`config.mk`:
```
export PLATFORM = sky130hd
export DESIGN_NAME = aline_pingpong_writer
export DESIGN_NICKNAME = d
export VERILOG_FILES = /design/src/rtl/aline_pingpong_writer.sv
export SDC_FILE = /design/constraint.sdc
export NUM_CORES = 1
export LEC_CHECK = 0
export ABC_CLOCK_PERIOD_IN_PS = 3800
export BUFFER_PORTS_ARGS = -buffer_cell sky130_fd_sc_hd__buf_4
export CAP_MARGIN = 25
export CORE_ASPECT_RATIO = 0.75
export CORE_UTILIZATION = 35
export DETAILED_ROUTE_END_ITERATION = 6
export PLACE_DENSITY = 0.55
export SETUP_SLACK_MARGIN = 0.1
export SLEW_MARGIN = 20
export SYNTH_ARGS = -nofsm -noshare
export SYNTH_HDL_FRONTEND = slang
export SYNTH_SLANG_ARGS = --single-unit
```
`constraint.sdc`:
```
create_clock -name ADC_data_out_clk -period 3.8 [get_ports ADC_data_out_clk]
set_input_delay 0.38 -clock ADC_data_out_clk [delete_from_list [all_inputs] [get_ports ADC_data_out_clk]]
set_output_delay 0.38 -clock ADC_data_out_clk [all_outputs]
set_load 0.02 [all_outputs]
```
`src/rtl/aline_pingpong_writer.sv`:
```
// Sweep-synchronous A-line capture writer: on each trigger edge, writes NSAMPLES ADC
// samples into one bank of a ping-pong RAM, then hands that bank to the reader.
module aline_pingpong_writer #(
    parameter int NSAMPLES = 1170,
    parameter int ADDR_W   = 11,
    parameter int DATA_W   = 14,
    parameter int SKIP     = 0
) (
    input  logic              ADC_data_out_clk,
    input  logic              global_reset_n,
    input  logic              trigger_in,
    input  logic              enable,
    input  logic [DATA_W-1:0] adc_data,
    input  logic [1:0]        bank_ack,
    output logic              ram_wr_en,
    output logic [ADDR_W:0]   ram_wr_addr,
    output logic [DATA_W-1:0] ram_wr_data,
    output logic [1:0]        bank_ready,
    output logic              acq_busy,
    output logic [15:0]       aline_count,
    output logic [7:0]        overrun_count
);

    typedef enum logic [1:0] {
        IDLE    = 2'd0,
        DELAY   = 2'd1,
        CAPTURE = 2'd2
    } state_t;

    localparam logic [ADDR_W-1:0] IDX_LAST = ADDR_W'(NSAMPLES - 1);
    localparam logic [7:0]        DLY_INIT = 8'(SKIP - 1);

    logic              trig_s1_q;
    logic              trig_s2_q;
    logic              trig_prev_q;
    logic              edge_q;
    logic [1:0]        ack_sync;
    logic [DATA_W-1:0] d1_q;

    state_t            state_q;
    logic              cur_q;
    logic [ADDR_W-1:0] idx_q;
    logic [7:0]        dly_q;
    logic              wr_en_q;
    logic [1:0]        ready_q;
    logic              busy_q;
    logic [15:0]       aline_q;
    logic [7:0]        ovr_q;

    // Trigger: two sync flops, then a registered rising-edge detect.
    always_ff @(posedge ADC_data_out_clk or negedge global_reset_n) begin
        if (!global_reset_n) begin
            trig_s1_q   <= 1'b0;
            trig_s2_q   <= 1'b0;
            trig_prev_q <= 1'b0;
            edge_q      <= 1'b0;
        end else begin
            trig_s1_q   <= trigger_in;
            trig_s2_q   <= trig_s1_q;
            trig_prev_q <= trig_s2_q;
            edge_q      <= trig_s2_q & ~trig_prev_q;
        end
    end

    for (genvar gi = 0; gi < 2; gi++) begin : g_ack_sync
        logic s1_q;
        logic s2_q;
        always_ff @(posedge ADC_data_out_clk or negedge global_reset_n) begin
            if (!global_reset_n) begin
                s1_q <= 1'b0;
                s2_q <= 1'b0;
            end else begin
                s1_q <= bank_ack[gi];
                s2_q <= s1_q;
            end
        end
        assign ack_sync[gi] = s2_q;
    end

    always_ff @(posedge ADC_data_out_clk or negedge global_reset_n) begin
        if (!global_reset_n) begin
            d1_q <= '0;
        end else begin
            d1_q <= adc_data;
        end
    end

    always_ff @(posedge ADC_data_out_clk or negedge global_reset_n) begin
        if (!global_reset_n) begin
            state_q <= IDLE;
            cur_q   <= 1'b0;
            idx_q   <= '0;
            dly_q   <= '0;
            wr_en_q <= 1'b0;
            ready_q <= 2'b00;
            busy_q  <= 1'b0;
            aline_q <= '0;
            ovr_q   <= '0;
        end else begin
            for (int b = 0; b < 2; b++) begin
                if (ready_q[b] && ack_sync[b]) begin
                    ready_q[b] <= 1'b0;
                end
            end

            case (state_q)
                IDLE: begin
                    if (edge_q && enable) begin
                        // A bank whose ack is still high has not finished its handshake.
                        if (ready_q[cur_q] || ack_sync[cur_q]) begin
                            if (ovr_q != 8'hFF) begin
                                ovr_q <= ovr_q + 8'd1;
                            end
                        end else begin
                            idx_q  <= '0;
                            busy_q <= 1'b1;
                            if (SKIP > 0) begin
                                state_q <= DELAY;
                                dly_q   <= DLY_INIT;
                            end else begin
                                state_q <= CAPTURE;
                                wr_en_q <= 1'b1;
                            end
                        end
                    end
                end

                DELAY: begin
                    if (dly_q == 8'd0) begin
                        state_q <= CAPTURE;
                        wr_en_q <= 1'b1;
                    end else begin
                        dly_q <= dly_q - 8'd1;
                    end
                end

                CAPTURE: begin
                    if (idx_q == IDX_LAST) begin
                        wr_en_q        <= 1'b0;
                        ready_q[cur_q] <= 1'b1;
                        cur_q          <= ~cur_q;
                        aline_q        <= aline_q + 16'd1;
                        busy_q         <= 1'b0;
                        state_q        <= IDLE;
                    end else begin
                        idx_q <= idx_q + 1'b1;
                    end
                end

                default: begin
                    state_q <= IDLE;
                end
            endcase
        end
    end

    assign ram_wr_en     = wr_en_q;
    assign ram_wr_addr   = {cur_q, idx_q};
    assign ram_wr_data   = d1_q;
    assign bank_ready    = ready_q;
    assign acq_busy      = busy_q;
    assign aline_count   = aline_q;
    assign overrun_count = ovr_q;

endmodule

```
### Word level (Yosys, flattened, before mapping)

Index checks and enable logic that the tools add are counted.

* bitwise operators: 5
* reductions and logical operators: 16
* add/subtract/negate cells: 4
* magnitude comparators: 2
* eq/ne operators: 9
* mux-type cells: 25

Operators by type and width (number)
* 11-bit 2-to-1 mux: 3
* 11-bit case mux with 2 select lines: 1
* 16-bit by 1-bit adder with 16-bit output, second input constant: 1
* 4-bit AND reduction: 4
* 2-bit 2-to-1 mux: 6
* 11-bit by 1-bit adder with 11-bit output, second input constant: 1
* 11-bit equality test, second input constant: 1
* 1-bit 2-to-1 mux: 11
* 2-bit != test, second input constant: 5
* 8-bit by 1-bit adder with 8-bit output, second input constant: 1
* 8-bit zero test: 1
* 8-bit != test, second input constant: 1
* 8-bit by 1-bit subtractor with 8-bit output, second input constant: 1
* 2-bit case mux with 3 select lines: 1
* 5-bit AND reduction: 1
* 1-bit logical AND: 4
* 2-bit AND reduction: 2
* 1-bit inverter: 3
* 1-bit case mux with 3 select lines: 1
* 3-bit nonzero test: 1
* 2-bit by 1-bit equality test with 1-bit output, second input constant: 1
* 2-bit equality test, second input constant: 1
* 2-bit zero test: 1
* 1-bit by 2-bit less-than comparator with 1-bit output, second input constant: 1
* 7 further kinds: 7

* register bits after elaboration: 72
* bits of input ports: 20
* output and inout port bits: 54

### Longest topological paths before layout

Gate-level depths: netlist (run 1).

* word-level depth: 7
* gate-level depth with buffers: 8

### Worst setup path after synthesis (run 1)

No wires, ideal clock.

* kind: reg2reg
* start: reg idx_q[1]
* end: reg idx_q[10]
* data arrival time: 1.797 ns
* slack: 1.912 ns
* period minus slack after synthesis: 1.888 ns
* stages on the path, launching flop included: 8
* cells stage by stage: dfrtp_1 > inv_1 > ha_1 > nor3b_1 > a31o_1 > buf_6 > or4_1 > o221ai_1

* cells in the longest elaborated chain, start to end: 3

Ends and longest elaborated chain
* start: declaration: RTL line 42 `logic [ADDR_W-1:0] idx_q;`
* start signal: assignment: RTL line 146 `idx_q <= idx_q + 1'b1;`
* 11-bit by 1-bit adder with 11-bit output / 11-bit equality test (equally long branches): RTL line 146, 138
* 11-bit 2-to-1 mux / 2-bit != test (equally long branches)
* 11-bit case mux with 2 select lines / 4-bit AND reduction (equally long branches)

Parallel ways exist; a longest one is shown, timed or not. The select of a mux whose other input is x is not followed.
A chain may end at the register's enable or synchronous reset.

### Worst setup path after layout (run 1)

Same ends and word-level chain as after synthesis.

==> results of run 1 <==
-- routing by layer --
metal  track usage  up-vias  routed length [um]
li1              -      863                   -
met1         0.197      869                2360
met2         0.239       70                2230
met3        0.0696        4                 409
met4        0.0637        0                  38
met5             0        -                   0
-- placed cells by master, fill, tap and decap left out, types with 2 or more instances in the layout --
cell | Yosys | final
dfrtp_1 | 61 | 61
and3_1 | 12 | 12
xor2_1 | 5 | 5
o22ai_1 | 2 | 2
and4_1 | 6 | 6
a211o_1 | 4 | 4
xnor2_1 | 21 | 21
clkinv_4 | 0 | 3
ha_1 | 4 | 4
mux2_2 | 2 | 2
buf_4 | 2 | 73
inv_1 | 7 | 7
a22o_1 | 2 | 2
clkbuf_8 | 0 | 10
nor3_1 | 5 | 5
nand2_1 | 11 | 11
o21ai_0 | 5 | 5
nor2_1 | 2 | 2
nand4_1 | 11 | 11
nor3b_1 | 3 | 3
bufinv_16 | 0 | 2
nand3_1 | 14 | 14
-- Yosys cell counts (2+ instances only) --
library cell  instances
a211o_1               4
a22o_1                2
and3_1               12
and4_1                6
buf_2                 3
buf_4                 2
dfrtp_1              61
ha_1                  4
inv_1                 7
mux2_2                2
nand2_1              11
nand3_1              14
nand4_1              11
nor2_1                2
nor3_1                5
nor3b_1               3
o21ai_0               5
o22ai_1               2
xnor2_1              21
xor2_1                5
-- layout make-up --
type / count / area, um2 / area share
sequential: 61 / 1530 / 0.455
clock inverter: 6 / 95.1 / 0.0283
clock buffer: 10 / 138 / 0.0410
timing repair buffer: 73 / 548 / 0.163
multi-input combinational: 124 / 901 / 0.268
tap: 98 / 123 / 0.0365
inverter: 7 / 26.3 / 0.00783
-- flip-flops by register name, summed over array words and instances (netlist names), 2 cells and up --
name,flops
overrun_count,8
g_ack_sync.s2_q,2
aline_count,16
idx_q,11
bank_ready,2
ram_wr_data,14
g_ack_sync.s1_q,2
-- where the power goes --
part	switching, mW	leakage (nW)	internal [mW]	total, mW
logic	0.164	0.752	0.148	0.313
registers	0.0855	0.789	0.712	0.797
clock network	0.267	0.117	0.392	0.659
total	0.517	1.66	1.25	1.77
-- critical path: stages (launching register included) --
cell and delay, ns:
dfrtp_1 0.43, inv_1 0.09, ha_1 0.14, nor3b_1 0.36, and3_1 0.56, or2_1 0.37
inv_1 0.13, o221ai_1 0.19
-- worst max-delay path by stage --
stage,from,end,cells past startpoint,slack [ns]
3_3_place_gp,idx_q[1],idx_q[10],7,1.59
4_1_cts,idx_q[1],idx_q[10],7,1.50
2_1_floorplan,idx_q[1],idx_q[10],7,1.91
5_1_grt,idx_q[1],idx_q[10],7,1.22
3_5_place_dp,idx_q[1],idx_q[10],7,1.53
6_report,idx_q[1],idx_q[10],7,1.45
-- per-stage QoR --
| stage | hold WS (ns) | power (mW) | utilization | cell area (um2) |
|---|---|---|---|---|
| 2_1_floorplan | 0.0844 | 0.969 | - | 2500 |
| 3_3_place_gp | 0.332 | 1.12 | 0.455 | 3120 |
| 3_5_place_dp | 0.335 | 1.13 | 0.455 | 3120 |
| 4_1_cts | 0.118 | 1.79 | 0.489 | 3360 |
| 5_1_grt | 0.108 | 1.88 | 0.489 | 3360 |
| 6_report | 0.108 | 1.77 | 0.489 | 3360 |
-- cell families (layout without fill, tap and decap cells) --
kind of cell             after synthesis  after routing  share of synthesized area
AND/OR/NAND/NOR                       74             74                      0.187
flip-flops                            61             61                      0.610
XOR/XNOR                              26             26                     0.0910
AO/OA/AOI/OAI                         18             18                     0.0525
buffers and inverters                 15             96                     0.0305
adder cells (fa/ha/maj)                4              4                     0.0200
multiplexers                           2              2                    0.00899
==> impl_results.md, run 1 <==
- Final Cycle Share: 0.618
- Outcome: finished, final reports clean
- Io pins: 74
- Drt total wl: 5040 um
- Hold Fails Final Rpt: 0
- Area leader, netlist: dfrtp_1
- Post-cts sizing count: 0
- Worst skew pair latency: 0.34 ns
- First-pass GRT wire length: 8760 um
- CTS Hold Buffers Added: 0
- Netlist cell types: 38
- Total overflow reported by the global router: 0
- Sequential-to-total area share from yosys stat: 0.610
- Max FO, Critical Path: 13
- Post-synthesis cell area: 0.00250 mm2
- Share of cells above drive strength 1: 0.335
- Slew margin rel.: 0.494
- Core Footprint: 0.00686 mm2
- Post-detailed-route count of antenna-violating nets: 0
- WS Path Type: flip-flop to flip-flop
- Tmin final: 2.35 ns
- TritonCTS clock tree: built
- Ys Warns: 0
- Reg2reg setup slack: between 1 and 1.5 ns
- Dpl hpwl: 3410 um
- Final setup fails: 0
- Vias in the first global route: roughly 1800
- Non-Filler Instances: 379
- Worst Max-Slew Pin Slew: 0.759 ns
- Setup tns final: 0 ns
- Max Clock Skew: between 0.007 and 0.008 ns
- Final #Nets: 300
- Post-synth top flop: dfrtp_1
- 1st-iter DRT viols: 56
- Synth async-reset ratio: 1.00
- FMAX: 0.426 GHz
- Root Buffer: clkbuf_8
- Clock slew at reported path FFs: 0.07 ns
- Cell Pwr Density: 527 mW/mm2
- Area grow syn2layout: 34.1%
- Worst endpoint required time: 4.05 ns
- 1st-pass router iterations: 6
- Initial cell density of the core: 0.365
- Worst VDD drop: 0.258 mV
- TritonCTS buffer count: 9
- Floorplan die height: 75.2 um
- EDFF count, synth: 0
- Max_cap viols: 0
- Yosys reg bits: 61
- Top-area cell type share of the netlist area: 0.610
- Standard-cell rows: 26
- Ant diodes: 0
- RSZ-0062 raised after global routing: no
- Die X-Extent: 99.7 um
- Post-Syn Instances: 200
- Worst EP arrival: 2.60 ns
- Fillers: 640
- Largest cells by area after synthesis: dfrtp_1 61%, xnor2_1 7.3%, and3_1 3.0%
- Reg-to-Reg End: idx_q[10]
- CTS Buffer Depth: 2
- DRC: 0
- Largest net degree at the start of global routing: a little over 60
- Reg-to-reg critical path startpoint: idx_q[1]
- Sink Count: 61
- Inst Count DP: about 360
- Total die area: 0.00750 mm2
- Slew Limit Fails: 0
- Post-CTS setup buffer count: 0
- Initial antenna violation count: 0
- Startpoint class of the critical path: flip-flop
- Tightest Hold Check Type: input port to async pin
- IO Port Bufs: 73
- Post-route setup slack: about 1.5 ns
- Total GRT Usage: 0.157
- Avg Synthesized Cell Area: around 13 um2
- Cells on worst reg2reg path: 7
- # H-tree levels: 3
- Leak pwr: about 1.7 nW
- Vias after detailed routing: 1806
- Avg WL per Cell: 13.3 um
- Via density: 4.77
- GPL Wtd Cong: ~0.73
- Critical Path Sink Type: flip-flop
- Synthesized net count: 224
- Pre-CTS setup slack: 1.53 ns
Note: power is estimated with default switching activity, not from simulation.
==> inputs of run 2 (changes only) <==
--- a/config.mk
+++ b/config.mk
@@ -5,13 +5,14 @@
 export SDC_FILE = /design/constraint.sdc
 export NUM_CORES = 1
 export LEC_CHECK = 0
-export ABC_CLOCK_PERIOD_IN_PS = 3800
+export ABC_AREA = 1
+export ABC_CLOCK_PERIOD_IN_PS = 2200
 export BUFFER_PORTS_ARGS = -buffer_cell sky130_fd_sc_hd__buf_4
 export CAP_MARGIN = 25
 export CORE_ASPECT_RATIO = 0.75
 export CORE_UTILIZATION = 35
 export DETAILED_ROUTE_END_ITERATION = 6
-export PLACE_DENSITY = 0.55
+export PLACE_DENSITY = 0.54
 export SETUP_SLACK_MARGIN = 0.1
 export SLEW_MARGIN = 20
 export SYNTH_ARGS = -nofsm -noshare
==> constraint.sdc (replaced) <==
create_clock -name ADC_data_out_clk -period 2.2 [get_ports ADC_data_out_clk]
set_input_delay 0.22 -clock ADC_data_out_clk [delete_from_list [all_inputs] [get_ports ADC_data_out_clk]]
set_output_delay 0.22 -clock ADC_data_out_clk [all_outputs]
set_load 0.02 [all_outputs]
==> run 2 against run 1 <==
Clock-buffer cell count up 2. Setup slack got worse by 1.0 ns. Via count is 36% higher. First-iteration DRC count grew 46%. Combinational power increased to 2.6 times the previous value. Highest routed layer unchanged. Largest cell class unchanged. Sequential cell count stayed put.
==> impl_results.md, run 2 <==
- Synth async-reset ratio: 1.00 (unchanged)
- Initial cell density of the core: 0.361 (-0.00350)
- Standard-cell rows: 28 (+7.7%)
- Reg-to-reg critical path startpoint: overrun_count[0]
- FMAX: 0.565 GHz (+33%)
- Cells on worst reg2reg path: 6 (-1)
- Max FO, Critical Path: 11 (-2)
- Fillers: 779 (+22%)
- Inst Count DP: 511 (+41%)
- Floorplan die height: 80.3 um (+6.7%)
- Max_cap viols: 0 (unchanged)
- Hold Fails Final Rpt: 0 (unchanged)
- Setup tns final: 0 ns (unchanged)
- Io pins: 74 (unchanged)
- TritonCTS buffer count: 9 (unchanged)
- Synthesized net count: 363 (+62%)
- Die X-Extent: 106 um (+6.7%)
- Placed inst area: 0.00349 mm2 (+12%)
- Worst skew pair latency: 0.33 ns (about the same)
- Post-Syn Instances: 339 (+70%)
- Top-area cell type share of the netlist area: 0.534 (-0.0760)
- Reg-to-Reg End: overrun_count[2]
- Tmin final: 1.77 ns (-0.579 ns)
- Final hold slack: 0.338 ns (+0.230 ns)
- Slew Limit Fails: 0 (unchanged)
- Worst endpoint required time: 2.40 ns (-1.65 ns)
- Final setup fails: 0 (unchanged)
- CTS Hold Buffers Added: 18 (+18)
- TritonCTS clock tree: built
- Worst hold path startpoint: enable
- Core Footprint: 0.00792 mm2 (+15%)
- Share of cells above drive strength 1: 0.218 (-0.116)
- Final Cycle Share: 0.805 (+0.187)
- WS Path Type: flip-flop to flip-flop
- Final Cell Area: 0.00386 mm2 (+15%)
- Largest register FFs: 16 (unchanged)
- Vias after detailed routing: 2460 (+36%)
- Post-synthesis cell area: 0.00286 mm2 (+14%)
- Tightest Hold Check Type: input port to flip-flop
- Via density: 4.51 (-5.3%)
- Sink Count: 61 (unchanged)
- Total die area: 0.00854 mm2 (+14%)
- First-pass GRT wire length: 10600 um (+21%)
- Min-Delay Path Depth: 5
- RSZ-0062 raised after global routing: no
- Total GRT Usage: 0.164 (+0.00703)
- Root Buffer: clkbuf_8
- # H-tree levels: 3 (unchanged)
- Initial antenna violation count: 0 (unchanged)
- Slew margin rel.: 0.484 (-0.0100)
- CTS Buffer Depth: 2 (unchanged)
- Avg Synthesized Cell Area: 8.44 um2 (-33%)
- EDFF count, synth: 0 (unchanged)
- Non-Filler Instances: 545 (+44%)
- Worst VDD drop: 0.460 mV (+78%)
- GPL Wtd Cong: 0.790 (+7.6%)
- Outcome: finished, final reports clean
- Post-CTS setup buffer count: 0 (unchanged)
- IO Port Bufs: 73 (unchanged)
- Count leader, synth: nand2_1
- Vias in the first global route: 2264 (+25%)
- Post-synth top cells: 130 x nand2_1, 61 x dfrtp_1, 31 x nor2_1
- 1st-iter DRT viols: 82 (+46%)
- Post-cts sizing count: 0 (unchanged)
- DRC: 0 (unchanged)
- Most frequent cells in the layout: 130 x nand2_1, 73 x buf_4, 61 x dfrtp_1
- Worst EP arrival: 1.97 ns (-0.63 ns)
- Ys Warns: 0 (unchanged)
- Reg2reg setup slack: 0.43 ns (-1.02 ns)
- Final #Nets: 459 (+53%)
- Drt total wl: 6590 um (+31%)
- Post-route setup slack: 0.429 ns (-1.02 ns)
- 1st-pass router iterations: 5 (-1)
- Pre-CTS setup slack: 0.470 ns (-1.06 ns)
- Most common cell after layout, fill and taps aside: nand2_1
- Critical Path Sink Type: flip-flop
- Post-synth top flop: dfrtp_1
- Crit. Startpoint: overrun_count[0]
- Largest net degree at the start of global routing: 62 (unchanged)
- Area leader, netlist: dfrtp_1
- Largest cells by area after synthesis: dfrtp_1 53%, nand2_1 17%, nand3_1 4.2%
- Max Clock Skew: 0.00851 ns (+0.000940 ns)
- Leak pwr: 1.89 nW (+14%)
- Hold Path Sink: overrun_count[1]
- Avg WL per Cell: 12.1 um (-9.1%)
- Area grow syn2layout: 35.0%
- Ant diodes: 0 (unchanged)
- Startpoint class of the critical path: flip-flop
- Sequential-to-total area share from yosys stat: 0.534 (-0.0760)
- Cell Pwr Density: 851 mW/mm2 (+61%)
- Yosys reg bits: 61 (unchanged)
- Post-detailed-route count of antenna-violating nets: 0 (unchanged)
- Dpl hpwl: 4480 um (+31%)
- Total overflow reported by the global router: 0 (unchanged)
- Clock slew at reported path FFs: 0.07 ns (about the same)
- Worst Max-Slew Pin Slew: 0.774 ns (+0.0150 ns)
- Netlist cell types: 22 (-42%)
-- run 2: critical path: stages (launching register included) --
cell and delay, ns:
dfrtp_1 0.41, ha_1 0.21, nand3_1 0.12, nor2_1 0.17
nand3_1 0.23, nand2_1 0.36, o21ai_0 0.13
-- run 2: report_power, final --
group | internal [mW] | switching [mW]
clock network | 0.551 | 0.424
logic | 0.357 | 0.462
registers | 1.26 | 0.228
total | 2.17 | 1.11
-- run 2: per-stage QoR --
| stage | total power, mW | util |
|---|---|---|
| final | 3.28 | 0.488 |
| after global routing | 3.49 | 0.488 |
| after CTS | 3.33 | 0.488 |
| after detailed placement | 2.31 | 0.440 |
| after global placement | 2.29 | 0.440 |
| after floorplan | 1.96 | - |
-- run 2: cell type report --
type	count	area [um2]	share of cell area
tap	105	131	0.0340
multi-input combinational	242	1170	0.303
clock inverter	4	47.5	0.0123
sequential	61	1530	0.395
timing repair buffer	91	728	0.189
clock buffer	12	145	0.0376
inverter	30	113	0.0292
-- run 2: worst max-delay path by stage --
stage / endpoint / slack [ns] / depth (start not counted)
finish: overrun_count[2] / 0.43 / 6
global route: overrun_count[2] / 0.30 / 7
CTS: overrun_count[2] / 0.45 / 6
detailed placement: overrun_count[2] / 0.47 / 6
global placement: overrun_count[2] / 0.50 / 6
floorplan: overrun_count[2] / 0.61 / 7
-- run 2: cells by family (layout without fill, tap and decap cells) --
family,Yosys count,after routing,share of synthesized area
and+or+nand+nor,204,204,0.310
xor gates and xnor gates,16,16,0.0490
adders and majority gates,4,4,0.0175
AOI/OAI and AO/OA,18,18,0.0319
buffers and inverters,36,137,0.0577
DFF,61,61,0.534
-- run 2: metal layers --
| layer | vias up | track usage | part of all wire |
|---|---|---|---|
| met3 | 9 | 0.0528 | 0.054 |
| li1 | 1250 | - | - |
| met1 | 1132 | 0.213 | 0.49 |
| met4 | 0 | 0.0625 | 0.013 |
| met2 | 69 | 0.253 | 0.44 |
| met5 | - | 0 | 0 |
